### src/rtl/spi_pkg.sv
// Shared encodings, FSM state type and config clamping helpers for the SPI master slave-select path.
package spi_pkg;

    localparam logic [1:0] MODE_RUN  = 2'b00;
    localparam logic [1:0] MODE_WAIT = 2'b01;

    typedef enum logic [2:0] {
        ST_IDLE,
        ST_LEAD,
        ST_XFER,
        ST_LAG,
        ST_GAP
    } state_e;

    // Both stop encodings (10, 11) are identified by the upper bit alone.
    function automatic logic mode_stopped(input logic [1:0] mode);
        return mode[1];
    endfunction

    function automatic int unsigned eff_div(input int unsigned baud);
        int unsigned d;
        d = baud & ~32'd1;
        return (d < 2) ? 2 : d;
    endfunction

    function automatic int unsigned eff_bits(input int unsigned bits, input int unsigned max_bits);
        return (bits == 0 || bits > max_bits) ? max_bits : bits;
    endfunction

endpackage

### src/rtl/spi_phase_counter.sv
// Loadable down-counter with zero flag, reloaded at each sequencer phase entry.
// Load takes effect on the next edge; the count holds at zero until reloaded.
module spi_phase_counter #(
    parameter int W = 18
) (
    input  logic         PCLK,
    input  logic         PRESET_n,
    input  logic         load,
    input  logic [W-1:0] load_val,
    output logic         zero
);

    logic [W-1:0] cnt;

    always_ff @(posedge PCLK or negedge PRESET_n) begin
        if (!PRESET_n) begin
            cnt <= '0;
        end else if (load) begin
            cnt <= load_val;
        end else if (cnt != '0) begin
            cnt <= cnt - W'(1);
        end
    end

    assign zero = (cnt == '0);

endmodule

### src/rtl/spi_ss_sequencer.sv
// Slave-select sequencer framing each SPI transfer into LEAD/XFER/LAG/GAP; selects follow state with no added latency.
// Define SS_CONT_EN to add cont_i, which chains a matching request into the next frame with SS held low.
module spi_ss_sequencer
    import spi_pkg::*;
#(
    parameter int  NUM_SS   = 4,
    parameter int  DIV_W    = 12,
    parameter int  MAX_BITS = 32,
    parameter int  DLY_W    = 4,
    localparam int SEL_W    = (NUM_SS > 1) ? $clog2(NUM_SS) : 1,
    localparam int BITS_W   = $clog2(MAX_BITS) + 1,
    localparam int CNT_W    = DIV_W + BITS_W
) (
    input  logic              PCLK,
    input  logic              PRESET_n,
    input  logic [1:0]        spi_mode_i,
    input  logic              mstr_i,
    input  logic              spiswai_i,
    input  logic              send_data_i,
`ifdef SS_CONT_EN
    input  logic              cont_i,
`endif
    input  logic [SEL_W-1:0]  ss_sel_i,
    input  logic [DIV_W-1:0]  baud_div_i,
    input  logic [BITS_W-1:0] frame_bits_i,
    input  logic [DLY_W-1:0]  lead_i,
    input  logic [DLY_W-1:0]  lag_i,
    input  logic [DLY_W-1:0]  gap_i,
    output logic [NUM_SS-1:0] ss_o,
    output logic              tip_o,
    output logic              busy_o,
    output logic              receive_data_o,
    output logic              abort_o
);

    state_e             state_q, state_d;
    logic [SEL_W-1:0]   sel_q;
    logic [CNT_W-1:0]   xfer_len_q;
    logic [DLY_W-1:0]   lag_q, gap_q;
    logic               rx_q, abort_q;

    logic               en, sel_ok, cont_hit, cfg_load;
    logic               cnt_load, cnt_zero, ss_active;
    logic [CNT_W-1:0]   cnt_load_val;
    logic [DIV_W-1:0]   div_eff;
    logic [BITS_W-1:0]  bits_eff;
    logic [CNT_W-1:0]   xfer_len_in;

    assign en = mstr_i && !mode_stopped(spi_mode_i) && (spi_mode_i == MODE_RUN || !spiswai_i);
    assign sel_ok = int'(ss_sel_i) < NUM_SS;

    assign div_eff     = DIV_W'(eff_div(32'(baud_div_i)));
    assign bits_eff    = BITS_W'(eff_bits(32'(frame_bits_i), MAX_BITS));
    assign xfer_len_in = CNT_W'(div_eff) * CNT_W'(bits_eff);

`ifdef SS_CONT_EN
    assign cont_hit = cont_i && send_data_i && en && (ss_sel_i == sel_q);
`else
    assign cont_hit = 1'b0;
`endif

    spi_phase_counter #(.W(CNT_W)) u_phase_cnt (
        .PCLK     (PCLK),
        .PRESET_n (PRESET_n),
        .load     (cnt_load),
        .load_val (cnt_load_val),
        .zero     (cnt_zero)
    );

    always_ff @(posedge PCLK or negedge PRESET_n) begin
        if (!PRESET_n) begin
            state_q <= ST_IDLE;
        end else begin
            state_q <= state_d;
        end
    end

    always_comb begin
        state_d      = state_q;
        cnt_load     = 1'b0;
        cnt_load_val = '0;
        cfg_load     = 1'b0;
        if (state_q != ST_IDLE && !en) begin
            state_d = ST_IDLE;
        end else begin
            case (state_q)
                ST_IDLE: begin
                    if (en && send_data_i && sel_ok) begin
                        cfg_load = 1'b1;
                        cnt_load = 1'b1;
                        if (lead_i != '0) begin
                            state_d      = ST_LEAD;
                            cnt_load_val = CNT_W'(lead_i) - CNT_W'(1);
                        end else begin
                            state_d      = ST_XFER;
                            cnt_load_val = xfer_len_in - CNT_W'(1);
                        end
                    end
                end
                ST_LEAD: begin
                    if (cnt_zero) begin
                        state_d      = ST_XFER;
                        cnt_load     = 1'b1;
                        cnt_load_val = xfer_len_q - CNT_W'(1);
                    end
                end
                ST_XFER: begin
                    if (cnt_zero) begin
                        cnt_load = 1'b1;
                        if (cont_hit && lag_q == '0) begin
                            state_d      = ST_XFER;
                            cfg_load     = 1'b1;
                            cnt_load_val = xfer_len_in - CNT_W'(1);
                        end else if (lag_q != '0) begin
                            state_d      = ST_LAG;
                            cnt_load_val = CNT_W'(lag_q) - CNT_W'(1);
                        end else if (gap_q != '0) begin
                            state_d      = ST_GAP;
                            cnt_load_val = CNT_W'(gap_q) - CNT_W'(1);
                        end else begin
                            state_d = ST_IDLE;
                        end
                    end
                end
                ST_LAG: begin
                    if (cnt_zero) begin
                        cnt_load = 1'b1;
                        if (cont_hit) begin
                            state_d      = ST_XFER;
                            cfg_load     = 1'b1;
                            cnt_load_val = xfer_len_in - CNT_W'(1);
                        end else if (gap_q != '0) begin
                            state_d      = ST_GAP;
                            cnt_load_val = CNT_W'(gap_q) - CNT_W'(1);
                        end else begin
                            state_d = ST_IDLE;
                        end
                    end
                end
                ST_GAP: begin
                    if (cnt_zero) begin
                        state_d = ST_IDLE;
                    end
                end
                default: state_d = ST_IDLE;
            endcase
        end
    end

    // Config is captured once per frame so mid-frame register writes cannot disturb timing.
    always_ff @(posedge PCLK or negedge PRESET_n) begin
        if (!PRESET_n) begin
            sel_q      <= '0;
            xfer_len_q <= '0;
            lag_q      <= '0;
            gap_q      <= '0;
        end else if (cfg_load) begin
            sel_q      <= ss_sel_i;
            xfer_len_q <= xfer_len_in;
            lag_q      <= lag_i;
            gap_q      <= gap_i;
        end
    end

    always_ff @(posedge PCLK or negedge PRESET_n) begin
        if (!PRESET_n) begin
            rx_q    <= 1'b0;
            abort_q <= 1'b0;
        end else begin
            rx_q    <= (state_q == ST_XFER) && cnt_zero && en;
            abort_q <= (state_q != ST_IDLE) && !en;
        end
    end

    assign ss_active = (state_q == ST_LEAD) || (state_q == ST_XFER) || (state_q == ST_LAG);

    always_comb begin
        ss_o = '1;
        if (ss_active) begin
            ss_o[sel_q] = 1'b0;
        end
        tip_o          = ss_active;
        busy_o         = (state_q != ST_IDLE);
        receive_data_o = rx_q;
        abort_o        = abort_q;
    end

endmodule

### config.mk
export PLATFORM = sky130hd
export DESIGN_NAME = spi_ss_sequencer
export DESIGN_NICKNAME = d
export VERILOG_FILES = /design/src/rtl/spi_pkg.sv /design/src/rtl/spi_phase_counter.sv /design/src/rtl/spi_ss_sequencer.sv
export SDC_FILE = /design/constraint.sdc
export NUM_CORES = 1
export LEC_CHECK = 0
export ABC_CLOCK_PERIOD_IN_PS = 3700
export BUFFER_PORTS_ARGS = -buffer_cell sky130_fd_sc_hd__clkbuf_2
export CAP_MARGIN = 30
export CORE_ASPECT_RATIO = 0.7
export CORE_MARGIN = 3
export CORE_UTILIZATION = 63
export CTS_BUF_LIST = sky130_fd_sc_hd__clkbuf_4 sky130_fd_sc_hd__clkbuf_8
export DETAILED_ROUTE_END_ITERATION = 8
export GPL_TIMING_DRIVEN = 0
export PLACE_DENSITY = 0.85
export RECOVER_POWER = 100
export SETUP_SLACK_MARGIN = 0.4
export SKIP_CTS_REPAIR_TIMING = 1
export SLEW_MARGIN = 0
export SYNTH_ARGS = -nofsm -noshare
export SYNTH_HDL_FRONTEND = slang
export SYNTH_SLANG_ARGS = --single-unit
### constraint.sdc
create_clock -name PCLK -period 3.7 [get_ports PCLK]
set_input_delay 0.74 -clock PCLK [delete_from_list [all_inputs] [get_ports PCLK]]
set_output_delay 0.74 -clock PCLK [all_outputs]
set_load 0.05 [all_outputs]
* After elaboration in Yosys (flattened, before gate mapping) *
Cells that the tools add are included.
W data, S select, Z words.

operators by class
  reductions and logical operators = 26
  $lt $le $gt $ge = 4
  $add $sub $neg = 6
  bitwise operators = 1
  multiply operators = 1
  div/mod/pow operators = 0
  equal/unequal tests = 9
  shift operators = 0
  muxes and demuxes = 32

operators with widths
  cell                     number
  $mux W18                 10
  $pmux W18 S4             1
  $sub A18 B1 Y18 const B  3
  $mux W3                  8
  $logic_not A18 Y1        1
  $mul A12 B6 Y18          1
  $reduce_bool A18 Y1      1
  $ne A3 B3 Y1 const B     5
  $pmux W3 S5              1
  $sub A4 B1 Y5 const B    3
  $lt A12 B2 Y1 const B    1
  $mux W12                 1
  $reduce_bool A4 Y1       3
  $logic_and A1 B1 Y1      7
  $eq A3 B2 Y1 const B     2
  $gt A6 B6 Y1 const B     1
  $logic_not A6 Y1         1
  $mux W1                  6
  $mux W6                  1
  $reduce_and A5 Y1        1
  $logic_or A1 B1 Y1       4
  $mux W4                  1
  $not A4 Y4               1
  $eq A3 B1 Y1 const B     1
  12 further kinds         14

storage, ports and cells
  logic and storage cells = 87
  memories kept = 0
  register bits = 51
  output and inout bits = 8
  input bits = 39
  memory bits (read-only) = 0
  bits in latches = 0
  memory bits (writable) = 0

* Longest topological paths before layout *
Gate-level depths: netlist of the first run.

  word-level depth = 10
  gate-level depth with buffers = 20
  mapped depth without buffers = 18

* Modules after synthesis *
Synthesis of the first run repeated with hierarchy kept, for this count alone.

unflattened totals
  cells, all modules = 753
  area total of the unflattened synthesis = 5975.7 µm²

modules (own cells, without submodules)
  module             area each (µm²)  seq. area each (µm²)  cells an instance  times used
  spi_ss_sequencer   4834.6           800.8                 626                1
  spi_phase_counter  1141.1           450.4                 127                1

* Worst setup path after synthesis of the first run *
Ideal clock, no wire load.

  path kind = in2reg
  start point = in frame_bits_i[0]
  end point = reg u_phase_cnt.cnt[16]
  setup time = 0.082 ns
  path slack = -1.962 ns
  cell stages on the path = 18
  arrival time = 5.580 ns
  cells stage by stage = nor3_1 a21oi_1 clkbuf_1 or2_2 fa_1 fa_1 fa_1 inv_1 ha_1 a21o_1 a221oi_2 xnor2_1 o31ai_1 or4_1 clkbuf_2 or4_1 a31o_1 a22oi_2

on the way
  cells in the longest elaborated chain, start to end = 10

RTL lines
  item                                                     line                     text
  from (decl)                                              spi_ss_sequencer.sv:25   input logic [BITS_W-1:0] frame_bits_i,
  $gt A6 B6 Y1 / $logic_not A6 Y1 (equally long branches)  spi_pkg.sv:27            return (bits == 0 || bits > max_bits) ? max_bits : bits;
  $logic_or A1 B1 Y1                                       spi_pkg.sv:27
  $mux W6 (*)                                              spi_pkg.sv:27
  $mul A12 B6 Y18 (*)                                      spi_ss_sequencer.sv:54   assign xfer_len_in = CNT_W'(div_eff) * CNT_W'(bits_eff);
  $sub A18 B1 Y18 (*)                                      n/a
  $mux W18 (*)                                             spi_ss_sequencer.sv:91   if (lead_i != '0) begin
  $mux W18 (*)                                             spi_ss_sequencer.sv:88   if (en && send_data_i && sel_ok) begin
  $pmux W18 S4 (*)                                         spi_ss_sequencer.sv:86   case (state_q)
  $mux W18 (*)                                             spi_ss_sequencer.sv:83   if (state_q != ST_IDLE && !en) begin
  $mux W18 (*)                                             spi_phase_counter.sv:18  end else if (load) begin
  to (signal assigned)                                     spi_phase_counter.sv:19  cnt <= load_val;
  to (signal assigned)                                     spi_phase_counter.sv:21  cnt <= cnt - W'(1);
  to (decl)                                                spi_phase_counter.sv:13  logic [W-1:0] cnt;

Every way passes the cells marked *; elsewhere a longest branch is shown, timed or not.
A chain may end at the register's enable or synchronous reset.

* Worst setup path after layout of the first run *
  start point = in baud_div_i[8]
  end point = reg u_phase_cnt.cnt[15]

on the way
  cells in the longest elaborated chain, start to end = 9

RTL lines
  item                 line                     text
  from (decl)          spi_ss_sequencer.sv:24   input logic [DIV_W-1:0] baud_div_i,
  $lt A12 B2 Y1        spi_pkg.sv:23            return (d < 2) ? 2 : d;
  $mux W12 (*)         spi_pkg.sv:23
  $mul A12 B6 Y18 (*)  spi_ss_sequencer.sv:54
  $sub A18 B1 Y18 (*)  n/a
  $mux W18 (*)         spi_ss_sequencer.sv:91
  $mux W18 (*)         spi_ss_sequencer.sv:88
  $pmux W18 S4 (*)     spi_ss_sequencer.sv:86
  $mux W18 (*)         spi_ss_sequencer.sv:83
  $mux W18 (*)         spi_phase_counter.sv:18

Marked as above.

==> PnR_summary.wiki, run 1 <==
{| class="wikitable"
! Metric !! Value
|-
| H-tree level count || 2
|-
| Mapped cell area || 0.00570 mm2
|-
| Detailed-route via count || 5,559
|-
| Total overflow reported by the global router || 0
|-
| Count of final max-slew check failures || 27
|-
| Type of origin of the critical path || input port
|-
| Setup WS pre-CTS || -2.13 ns
|-
| Final worst slack || -1.67 ns
|-
| Initial Utilization || 0.661
|-
| Violations in the final reports || capacitance limit, slew limit, setup timing
|-
| Width of the die || 120 um
|-
| Max_slew headroom || -0.00260
|-
| Drt wl/cell || approximately 18 um
|-
| Largest net degree at the start of global routing || 28
|-
| Largest voltage drop on the vdd net || 429 uV
|-
| Setup repair after global routing missed its margin || yes
|-
| Endpoint kind of the worst setup timing path || register
|-
| Share of synthesized cell area in full adder, half adder and majority cells || 0.200
|-
| Max clock buf depth || 2
|-
| Xor and xnor area share after synthesis || 0.0751
|-
| First-pass GRT wire length || around 24,000 um
|-
| Antenna cell count || 0
|-
| Minimum clock period || 5.37 ns
|-
| Number of buffers added on ports || 45
|-
| Count of unique library cells instantiated by Yosys || 63
|-
| Number of instances on the worst hold path || 1
|-
| Residual DRC || 0
|-
| Synthesized net count || between 700 and 800
|-
| Final core utilization || 0.804
|-
| Dominant combinational cell family by area after synthesis || simple AND/OR/NAND/NOR gates
|-
| Number of flip-flops and latches in the synthesized netlist || 50
|-
| Detail Placement HPWL || 11,500 um
|-
| Clock tree from TritonCTS || built
|-
| Power Dens Cells || 570 mW/mm2
|-
| Top-level port count || 47
|-
| Count of final hold-check violations || 0
|-
| Overall fraction of global-route tracks in use || 0.294
|-
| Worst r2r dst || u_phase_cnt.cnt[17]$_DFFE_PN0P_
|-
| Routability congestion estimate || about 0.98
|-
| Achievable Freq || about 0.19 GHz
|-
| Critical register-to-register path startpoint || u_phase_cnt.cnt[4]$_DFFE_PN0P_
|-
| Complex-gate fraction of the synthesized area || 0.148
|-
| End point of the most critical hold path || lag_q[1]$_DFFE_PN0P_
|-
| R2r worst-path depth || 9
|-
| Vertical extent of the die || between 80 and 90 um
|-
| TritonCTS Buffers || 5
|-
| Post-Route Skew || 0.0148 ns
|-
| Die footprint || roughly 0.010 mm2
|-
| Initial antenna violation count || 0
|-
| WP data required || 3.96 ns
|-
| Fin crit share || 1.45
|-
| Layout overhead on the synthesized area || 21.6%
|-
| Nets@finish || 857
|-
| Clk sink count || 50
|-
| Share of synthesized cell area in and, or, nand and nor gates || 0.248
|-
| EDFF count, synth || 0
|-
| Crit path kind || input port to register
|-
| Total Power Consumption || 3950 uW
|-
| Design Area, Final || about 0.007 mm2
|-
| Antenna Nets Post-Route || 0
|-
| Core area || ~0.0086 mm2
|-
| Actual slew at the worst max-slew pin || 1.50 ns
|-
| Drt total wl || 16,100 um
|-
| Post-synthesis mux area share || 0.0488
|-
| Clock edge transition at the registers on the reported setup and hold paths || 0.10 ns
|-
| Standard-cell rows || 28
|-
| Max-capacitance violation count || 1
|-
| Share of final-layout standard cells stronger than drive strength 1 || 0.245
|-
| Predominant post-synthesis flop cell || dfrtp_1
|-
| Via count of the first global-routing pass || about 5,000
|-
| Number of detailed-route iterations in the first pass || 6
|-
| Max FO, Critical Path || 5
|-
| Post-detailed-placement cell area || 0.00639 mm2
|-
| Result of the run || finished with violations
|-
| HP Class || register to register
|-
| Arrival time worst endpoint || 5.63 ns
|-
| Worst-case register-to-register setup slack || 0.41 ns
|-
| Yosys Warn Count || 0
|-
| Cell chosen for the clock root || clkbuf_8
|-
| Via density || 6.39
|-
| Hold wc startpoint || lag_q[1]$_DFFE_PN0P_
|-
| Sequential fraction of the synthesis area || 0.220
|-
| Starting DRC count in detailed routing || around 700
|-
| Gate Count Post-Synth || around 670
|-
| Clock latency on the worst-skew pair || 0.33 ns
|-
| Final setup violating endpoints || 25
|-
| Average cell area after synthesis || 8.48 um2
|-
| Static power due to leakage || 0.00302 uW
|-
| Setup TNS || -20.70 ns
|-
| Synth async-reset ratio || 1.00
|}
-- sequential cells by signal (all words and copies together), names as in the netlist --
register and cells:
u_phase_cnt.cnt 18, xfer_len_q 17, gap_q 4, lag_q 4
state_q 3, sel_q 2, abort_o 1, receive_data_o 1
-- cells in the final DEF (no fill, tap or decap), types with 6 or more instances in the layout --
cell type  instances
a21oi_1           33
a31oi_1            9
and2_1            44
buf_4             24
buf_6              7
clkbuf_1          20
clkbuf_2          36
clkbuf_8           7
dfrtp_1           50
fa_1              35
ha_1              25
ha_4               6
inv_1             57
mux2_2            21
nand2_1           54
nand2b_1           6
nor2_1            38
nor2b_1           11
nor2b_2            7
nor3_1            21
nor3_2             6
nor4_1             7
o21a_1             6
o21ai_0           28
o31ai_1            7
or3_1             10
or4_1              8
xnor2_1           17
xor2_1            23
-- where the power goes --
| group | total, uW | switching (uW) | internal [uW] | leakage (uW) |
|---|---|---|---|---|
| sequential | 1120 | 313 | 803 | 0.000615 |
| combinational | 2430 | 1370 | 1050 | 0.00236 |
| clock | 406 | 205 | 201 | 0.0000504 |
-- logic make-up (layout without fill, tap and decap cells) --
| logic type | Yosys count | after routing |
|---|---|---|
| flops | 50 | 50 |
| mux | 25 | 25 |
| buf+inv | 88 | 166 |
| xor+xnor | 48 | 48 |
| fa+ha+maj | 69 | 69 |
| compound gates | 133 | 133 |
| simple gates | 259 | 259 |
-- critical path, stage by stage --
cell	delay, ns
buf_12	0.11
nor4_4	0.34
a31oi_4	0.14
or2_4	0.27
fa_1	0.50
fa_1	0.45
fa_1	0.52
inv_2	0.05
ha_4	0.22
a21o_1	0.21
a221oi_4	0.39
xnor2_2	0.19
nand2_1	0.11
or4_4	0.61
or3_1	0.39
a31oi_1	0.23
o21a_1	0.15
-- cell usage after synthesis (9+ instances only) --
cell type | number | area (um2)
dfrtp_1 | 50 | 1250
ha_1 | 32 | 400
a21oi_1 | 35 | 175
a31oi_1 | 11 | 68.8
o31ai_1 | 9 | 67.6
nor4_1 | 11 | 68.8
nand2_1 | 56 | 210
fa_1 | 37 | 741
nor2_1 | 38 | 143
or3_1 | 10 | 62.6
or4_1 | 9 | 67.6
o21ai_0 | 36 | 180
nor3_1 | 25 | 125
xnor2_1 | 21 | 184
clkbuf_1 | 24 | 90.1
nor2b_1 | 21 | 131
xor2_1 | 26 | 228
inv_1 | 59 | 221
and2_1 | 46 | 288
mux2_2 | 22 | 248
-- area by class of cell --
type / count / area, um2
sequential: 50 / 1250
clock inverter: 3 / 45.0
buffer: 29 / 179
clock buffer: 5 / 68.8
tap: 120 / 150
timing repair buffer: 70 / 457
fill: 539 / 1690
inverter: 59 / 221
multi-input combinational: 534 / 4560
-- worst max-delay path by stage --
stage | from | end | slack, ns | cells after the start
after floorplan | baud_div_i[3] | u_phase_cnt.cnt[16]$_DFFE_PN0P_ | -1.49 | 17
after CTS | baud_div_i[3] | u_phase_cnt.cnt[16]$_DFFE_PN0P_ | -1.80 | 18
after global routing | frame_bits_i[5] | u_phase_cnt.cnt[15]$_DFFE_PN0P_ | -1.82 | 18
after global placement | baud_div_i[3] | u_phase_cnt.cnt[16]$_DFFE_PN0P_ | -2.05 | 18
final | baud_div_i[8] | u_phase_cnt.cnt[15]$_DFFE_PN0P_ | -1.67 | 17
after detailed placement | baud_div_i[3] | u_phase_cnt.cnt[16]$_DFFE_PN0P_ | -2.13 | 18
-- routing by layer --
layer,share of wire,global-route usage,vias up
li1,-,-,2466
met1,0.43,0.440,2730
met2,0.46,0.438,319
met3,0.10,0.0719,44
met4,0.013,0.0572,0
met5,0,0,-
-- per-stage QoR --
stage,instances,hold WS [ns]
floorplan,672,0.444
global placement,837,0.506
detailed placement,839,0.526
CTS,847,0.430
global route,870,0.567
finish,870,0.545
Power figures use the tool's default switching activity.
==> inputs of run 2 (changes only) <==
--- a/config.mk
+++ b/config.mk
@@ -14,7 +14,7 @@
 export CTS_BUF_LIST = sky130_fd_sc_hd__clkbuf_4 sky130_fd_sc_hd__clkbuf_8
 export DETAILED_ROUTE_END_ITERATION = 8
 export GPL_TIMING_DRIVEN = 0
-export PLACE_DENSITY = 0.85
+export PLACE_DENSITY_LB_ADDON = 0.12
 export RECOVER_POWER = 100
 export SETUP_SLACK_MARGIN = 0.4
 export SKIP_CTS_REPAIR_TIMING = 1
==> PnR_summary.wiki, run 2 (synthesis gave the netlist of run 1 again) <==
{| class="wikitable"
! Metric !! Value
|-
| Static power due to leakage || 0.00304 uW (+0.53%)
|-
| Setup TNS || -19.86 ns (+0.842 ns)
|-
| Chain of cells forming the critical path || clkbuf_4 > nor4_4 > a31oi_4 > or2_4 > fa_1 > fa_1 > fa_1 > inv_2 > ha_4 > a21o_4 > a221oi_4 > buf_4 > o21ai_4 > xnor2_1 > o211ai_1 > or4_1 > a31o_1 > a22oi_2
|-
| Number of instances on the worst hold path || 1 (unchanged)
|-
| Crit path kind || input port to register
|-
| Total number of cells along the worst setup path || 18 (+1)
|-
| Die footprint || 0.0102 mm2 (unchanged)
|-
| Width of the die || 120 um (unchanged)
|-
| Clock tree from TritonCTS || built
|-
| Max incr delay on CP || 0.57 ns (-0.04 ns)
|-
| End point of the most critical hold path || xfer_len_q[17]$_DFFE_PN0P_
|-
| Number of detailed-route iterations in the first pass || 6 (unchanged)
|-
| Kind of cell adding the most delay to the critical path || adder cells
|-
| Highest-count cells in the layout ignoring fill and taps || 57 x inv_1, 54 x nand2_1, 50 x dfrtp_1
|-
| Antenna Nets Post-Route || 0 (unchanged)
|-
| Minimum clock period || 5.33 ns (-0.0390 ns)
|-
| Max_slew headroom || -0.0964 (-0.0938)
|-
| Drt wl/cell || 18.7 um (+1.5%)
|-
| First-pass GRT wire length || 25,600 um (+5.4%)
|-
| Critical register-to-register path startpoint || u_phase_cnt.cnt[8]$_DFFE_PN0P_
|-
| Critical path buffer and inverter count || 3 (+1)
|-
| Initial Utilization || 0.661 (unchanged)
|-
| WP data required || 3.94 ns (-0.02 ns)
|-
| Initial antenna violation count || 0 (unchanged)
|-
| Post-detailed-placement cell area || 0.00639 mm2 (unchanged)
|-
| Detailed-route via count || 5,468 (-1.6%)
|-
| Library cell contributing the largest single delay on the critical path || or4_1
|-
| Met2 WL post-DR || 7210 um (-1.8%)
|-
| Filler cell count in the final layout || 559 (+3.7%)
|-
| Max FO, Critical Path || 7 (+2)
|-
| Crit-path most repeated cell || fa_1
|-
| H-tree level count || 2 (unchanged)
|-
| Actual slew at the worst max-slew pin || 1.64 ns (+0.141 ns)
|-
| Residual DRC || 0 (unchanged)
|-
| Result of the run || finished with violations
|-
| Overall fraction of global-route tracks in use || 0.309 (+0.0151)
|-
| Count of final max-slew check failures || 30 (+11%)
|-
| Largest voltage drop on the vdd net || 644 uV (+50%)
|-
| Clock latency on the worst-skew pair || 0.33 ns (about the same)
|-
| Count of final hold-check violations || 0 (unchanged)
|-
| Worst hold slack || 0.562 ns (+0.0180 ns)
|-
| Final worst slack || -1.63 ns (+0.0390 ns)
|-
| Violations in the final reports || capacitance limit, slew limit, setup timing
|-
| Endpoint kind of the worst setup timing path || register
|-
| Design Area, Final || 0.00696 mm2 (+0.49%)
|-
| Total overflow reported by the global router || 0 (unchanged)
|-
| Met3 WL post-DR || 1550 um (-5.7%)
|-
| Count of placed standard cells including taps || 839 (unchanged)
|-
| Worst r2r dst || u_phase_cnt.cnt[17]$_DFFE_PN0P_
|-
| Power Dens Cells || 568 mW/mm2 (-0.27%)
|-
| Biggest regs || u_phase_cnt.cnt (18), xfer_len_q (17)
|-
| Setup repair after global routing missed its margin || yes
|-
| Arrival time worst endpoint || 5.58 ns (-0.05 ns)
|-
| Number of flip-flops in the largest register || 18 (unchanged)
|-
| Largest register by flop count || u_phase_cnt.cnt
|-
| Standard-cell rows || 28 (unchanged)
|-
| HP Class || register to register
|-
| R2r worst-path depth || 9 (unchanged)
|-
| Detail Placement HPWL || 11,900 um (+3.5%)
|-
| Share of final-layout standard cells stronger than drive strength 1 || 0.250 (+0.00500)
|-
| Achievable Freq || 0.188 GHz (+0.73%)
|-
| TritonCTS Buffers || 5 (unchanged)
|-
| Routability congestion estimate || 0.943 (-3.8%)
|-
| Leading cell type in the layout, fill and taps excluded || inv_1
|-
| Top Layer Used || met4
|-
| Max-capacitance violation count || 1 (unchanged)
|-
| Clock edge transition at the registers on the reported setup and hold paths || 0.09 ns (about the same)
|-
| Vertical extent of the die || 85.6 um (unchanged)
|-
| Cell chosen for the clock root || clkbuf_8
|-
| Type of origin of the critical path || input port
|-
| Nets@finish || 858 (+0.12%)
|-
| Number of buffers added on ports || 45 (unchanged)
|-
| Post-Route M1 WL || 7220 um (+5.5%)
|-
| Filler-free cell count of the finished design || 871 (+0.11%)
|-
| Layout overhead on the synthesized area || 22.2%
|-
| Antenna cell count || 0 (unchanged)
|-
| Max clock buf depth || 2 (unchanged)
|-
| Final setup violating endpoints || 24 (-4.0%)
|-
| Post-Route Skew || 0.0170 ns (+0.00220 ns)
|-
| Via density || 6.28 (-1.7%)
|-
| Starting DRC count in detailed routing || 689 (-0.29%)
|-
| Worst-case register-to-register setup slack || 0.29 ns (-0.12 ns)
|-
| Hold wc startpoint || xfer_len_q[17]$_DFFE_PN0P_
|-
| Drt total wl || 16,300 um (+1.6%)
|-
| Fin crit share || 1.44 (-0.0105)
|-
| Via count of the first global-routing pass || 5,227 (+4.1%)
|-
| Largest net degree at the start of global routing || 30 (+7.1%)
|-
| Clk sink count || 50 (unchanged)
|-
| Core area || 0.00862 mm2 (unchanged)
|-
| Top-level port count || 47 (unchanged)
|}
-- run 2: cell types whose count changed in the layout (fill, tap and decap cells not counted), moves of 2 or more --
cell,previous run,this run
buf_4,24,27
a21oi_1,33,31
clkbuf_4,2,4
nor2b_2,7,5
a21oi_4,1,3
-- run 2: worst max path at each step --
stage / to / from / slack, ns
after global routing: u_phase_cnt.cnt[16]$_DFFE_PN0P_ / baud_div_i[6] / -1.81
after global placement: u_phase_cnt.cnt[16]$_DFFE_PN0P_ / baud_div_i[3] / -2.05
after detailed placement: u_phase_cnt.cnt[16]$_DFFE_PN0P_ / baud_div_i[3] / -2.16
after floorplan: u_phase_cnt.cnt[16]$_DFFE_PN0P_ / baud_div_i[3] / -1.49
after CTS: u_phase_cnt.cnt[16]$_DFFE_PN0P_ / baud_div_i[3] / -1.87
final: u_phase_cnt.cnt[16]$_DFFE_PN0P_ / baud_div_i[6] / -1.63
-- run 2: stage by stage --
stage                     worst slack [ns]  total power (uW)   util
after detailed placement             -2.16              3210  0.741
after CTS                            -1.87              3640  0.755
after global placement               -2.05              3100  0.738
after floorplan                      -1.49              2720      -
final                                -1.63              3960  0.808
after global routing                 -1.81              4240  0.808
-- run 2: layer usage --
metal | vias up | global-route usage
met5 | - | 0
li1 | 2471 | -
met2 | 311 | 0.441
met4 | 0 | 0.0821
met3 | 44 | 0.0791
met1 | 2642 | 0.469
-- run 2: cell type report --
cell class / instances / area, um2 / area share
Buffer: 29 / 191 / 0.0275
Clock buffer: 6 / 76.3 / 0.0110
Clock inverter: 2 / 37.5 / 0.00539
Inverter: 59 / 221 / 0.0318
Multi-Input combinational cell: 534 / 4590 / 0.659
Sequential cell: 50 / 1250 / 0.180
Tap cell: 120 / 150 / 0.0216
Timing Repair Buffer: 71 / 444 / 0.0638
-- run 2: worst register-to-register path, stage by stage (launching register included) --
cell and delay, ns:
dfrtp_1 0.43, or4_1 0.67, or4_1 0.50, clkbuf_1 0.23, nor4_2 0.77, a21oi_1 0.16, buf_2 0.25, o2111ai_1 0.12
mux2i_1 0.10, nor2_1 0.11
-- run 2: where the power goes --
part           total, uW  switching (uW)  internal (uW)  leakage [uW]
sequential          1100             300            802      0.000615
clock                419             209            210     0.0000548
combinational       2430            1380           1050       0.00237
==> inputs of run 3 (changes only) <==
--- a/config.mk
+++ b/config.mk
@@ -9,7 +9,6 @@
 export BUFFER_PORTS_ARGS = -buffer_cell sky130_fd_sc_hd__clkbuf_2
 export CAP_MARGIN = 30
 export CORE_ASPECT_RATIO = 0.7
-export CORE_MARGIN = 3
 export CORE_UTILIZATION = 63
 export CTS_BUF_LIST = sky130_fd_sc_hd__clkbuf_4 sky130_fd_sc_hd__clkbuf_8
 export DETAILED_ROUTE_END_ITERATION = 8
==> PnR_summary.wiki, run 3 (synthesis gave the netlist of run 1 again) <==
{| class="wikitable"
! Metric !! Value
|-
| Filler-free cell count of the finished design || 873 (+0.23%)
|-
| Beginning of the critical path || frame_bits_i[0]
|-
| HP Class || register to register
|-
| Violations in the final reports || capacitance limit, slew limit, setup timing
|-
| Setup TNS || -19.40 ns (+0.465 ns)
|-
| Total Power Consumption || 4040 uW (+2.1%)
|-
| Max clock buf depth || 2 (unchanged)
|-
| Routability congestion estimate || 0.905 (-4.0%)
|-
| Initial antenna violation count || 0 (unchanged)
|-
| Max_slew headroom || -0.0728 (+0.0237)
|-
| Crit-path most repeated cell || fa_1
|-
| Starting DRC count in detailed routing || 832 (+21%)
|-
| Detailed-route via count || 5,407 (-1.1%)
|-
| Largest register by flop count || u_phase_cnt.cnt
|-
| Core area || 0.00862 mm2 (unchanged)
|-
| Initial Utilization || 0.661 (unchanged)
|-
| Chain of cells forming the critical path || buf_2 > nor3_4 > a21oi_2 > buf_6 > nor2b_2 > fa_1 > fa_1 > inv_1 > fa_1 > inv_2 > ha_4 > a21o_1 > a221oi_4 > xnor2_2 > buf_4 > nand2_2 > or4_4 > or3_1 > a31oi_1 > o21a_1
|-
| Residual DRC || 0 (unchanged)
|-
| Via count of the first global-routing pass || 4,920 (-5.9%)
|-
| Max FO, Critical Path || 7 (unchanged)
|-
| Die footprint || 0.00943 mm2 (-7.9%)
|-
| Total number of cells along the worst setup path || 20 (+2)
|-
| Final setup violating endpoints || 25 (+4.2%)
|-
| Clk sink count || 50 (unchanged)
|-
| Count of final hold-check violations || 0 (unchanged)
|-
| Actual slew at the worst max-slew pin || 1.61 ns (-0.0355 ns)
|-
| Fin crit share || 1.44 (about the same)
|-
| Arrival time worst endpoint || 5.61 ns (+0.03 ns)
|-
| Crit path kind || input port to register
|-
| Result of the run || finished with violations
|-
| Worst-case register-to-register setup slack || 0.38 ns (+0.09 ns)
|-
| Power Dens Cells || 577 mW/mm2 (+1.6%)
|-
| Static power due to leakage || 0.00307 uW (+0.95%)
|-
| Library cell contributing the largest single delay on the critical path || or4_4
|-
| Count of placed standard cells including taps || 839 (unchanged)
|-
| Drt total wl || 15,800 um (-3.3%)
|-
| H-tree level count || 2 (unchanged)
|-
| Clock latency on the worst-skew pair || 0.33 ns (about the same)
|-
| Biggest regs || u_phase_cnt.cnt (18), xfer_len_q (17)
|-
| Leading cell type in the layout, fill and taps excluded || inv_1
|-
| Final worst slack || -1.63 ns (+0.000280 ns)
|-
| Final core utilization || 0.812 (+0.00421)
|-
| Number of buffers added on ports || 45 (unchanged)
|-
| Max-capacitance violation count || 1 (unchanged)
|-
| Antenna Nets Post-Route || 0 (unchanged)
|-
| Type of origin of the critical path || input port
|-
| Critical path buffer and inverter count || 5 (+2)
|-
| Largest voltage drop on the vdd net || 656 uV (+1.7%)
|-
| Detail Placement HPWL || 11,700 um (-1.9%)
|-
| Setup WS pre-CTS || -2.14 ns (+0.0223 ns)
|-
| Number of detailed-route iterations in the first pass || 6 (unchanged)
|-
| Number of flip-flops in the largest register || 18 (unchanged)
|-
| Via density || 6.19 (-1.3%)
|-
| Clock tree from TritonCTS || built
|-
| Largest net degree at the start of global routing || 29 (-3.3%)
|-
| Timing endpoint of the critical path || u_phase_cnt.cnt[15]$_DFFE_PN0P_
|-
| Clock edge transition at the registers on the reported setup and hold paths || 0.10 ns (about the same)
|-
| Standard-cell rows || 28 (unchanged)
|-
| Nets@finish || 860 (+0.23%)
|-
| Minimum clock period || 5.33 ns (-0.000280 ns)
|-
| Max incr delay on CP || 0.60 ns (+0.03 ns)
|-
| R2r worst-path depth || 8 (-1)
|-
| Endpoint kind of the worst setup timing path || register
|-
| TritonCTS Buffers || 5 (unchanged)
|-
| Width of the die || 116 um (-3.3%)
|-
| Layout overhead on the synthesized area || 22.8%
|-
| Share of final-layout standard cells stronger than drive strength 1 || 0.248 (-0.00199)
|-
| Critical register-to-register path startpoint || u_phase_cnt.cnt[4]$_DFFE_PN0P_
|-
| Count of final max-slew check failures || 29 (-3.3%)
|-
| Worst r2r dst || u_phase_cnt.cnt[16]$_DFFE_PN0P_
|-
| Kind of cell adding the most delay to the critical path || adder cells
|-
| Overall fraction of global-route tracks in use || 0.331 (+0.0223)
|-
| WP data required || 3.97 ns (+0.03 ns)
|-
| Antenna cell count || 0 (unchanged)
|-
| First-pass GRT wire length || 24,000 um (-6.4%)
|-
| Vertical extent of the die || 81.6 um (-4.7%)
|-
| Total overflow reported by the global router || 0 (unchanged)
|-
| Cell chosen for the clock root || clkbuf_8
|-
| Setup repair after global routing missed its margin || yes
|-
| Highest-count cells in the layout ignoring fill and taps || 57 x inv_1, 53 x nand2_1, 50 x dfrtp_1
|-
| Post-Route Skew || 0.0134 ns (-0.00357 ns)
|-
| Top-level port count || 47 (unchanged)
|-
| Drt wl/cell || 18.1 um (-3.5%)
|-
| Achievable Freq || 0.188 GHz (about the same)
|}
## run 3: report_power, final
part	internal (uW)	total [uW]	switching [uW]
Combinational	1080	2460	1380
Sequential	803	1100	301
Clock	271	478	207
Total	2150	4040	1890
## run 3: through the flow
stage	cell area (um2)	hold slack, ns
after CTS	6530	0.414
after global placement	6360	0.506
after floorplan	5990	0.444
after detailed placement	6390	0.517
final	7000	0.553
after global routing	7000	0.558
## run 3: worst min-delay path by stage
stage	start	endpoint	slack [ns]	depth (start not counted)
5_1_grt	lag_q[1]$_DFFE_PN0P_	lag_q[1]$_DFFE_PN0P_	0.56	1
6_report	lag_q[1]$_DFFE_PN0P_	lag_q[1]$_DFFE_PN0P_	0.55	1
4_1_cts	PRESET_n	xfer_len_q[1]$_DFFE_PN0P_	0.41	1
3_5_place_dp	xfer_len_q[7]$_DFFE_PN0P_	xfer_len_q[7]$_DFFE_PN0P_	0.52	2
3_3_place_gp	xfer_len_q[7]$_DFFE_PN0P_	xfer_len_q[7]$_DFFE_PN0P_	0.51	2
2_1_floorplan	PRESET_n	abort_o$_DFF_PN0_	0.44	0
## run 3: cell type report
cell class              count  area [um2]
repair buffers             73         475
clock buffers               5        68.8
flip-flops and latches     50        1250
well taps                 120         150
inverters                  59         221
multi-input cells         534        4570
fillers                   554        1620
plain buffers              29         193
clock inverters             3        68.8
## run 3: per-layer routing
| layer | up-vias | share of wire | routed length (um) | track usage |
|---|---|---|---|---|
| li1 | 2480 | - | - | - |
| met1 | 2615 | 0.45 | 7030 | 0.490 |
| met2 | 286 | 0.44 | 6900 | 0.487 |
| met3 | 26 | 0.10 | 1640 | 0.0841 |
| met4 | 0 | 0.012 | 192 | 0.0692 |
| met5 | - | 0 | 0 | 0 |
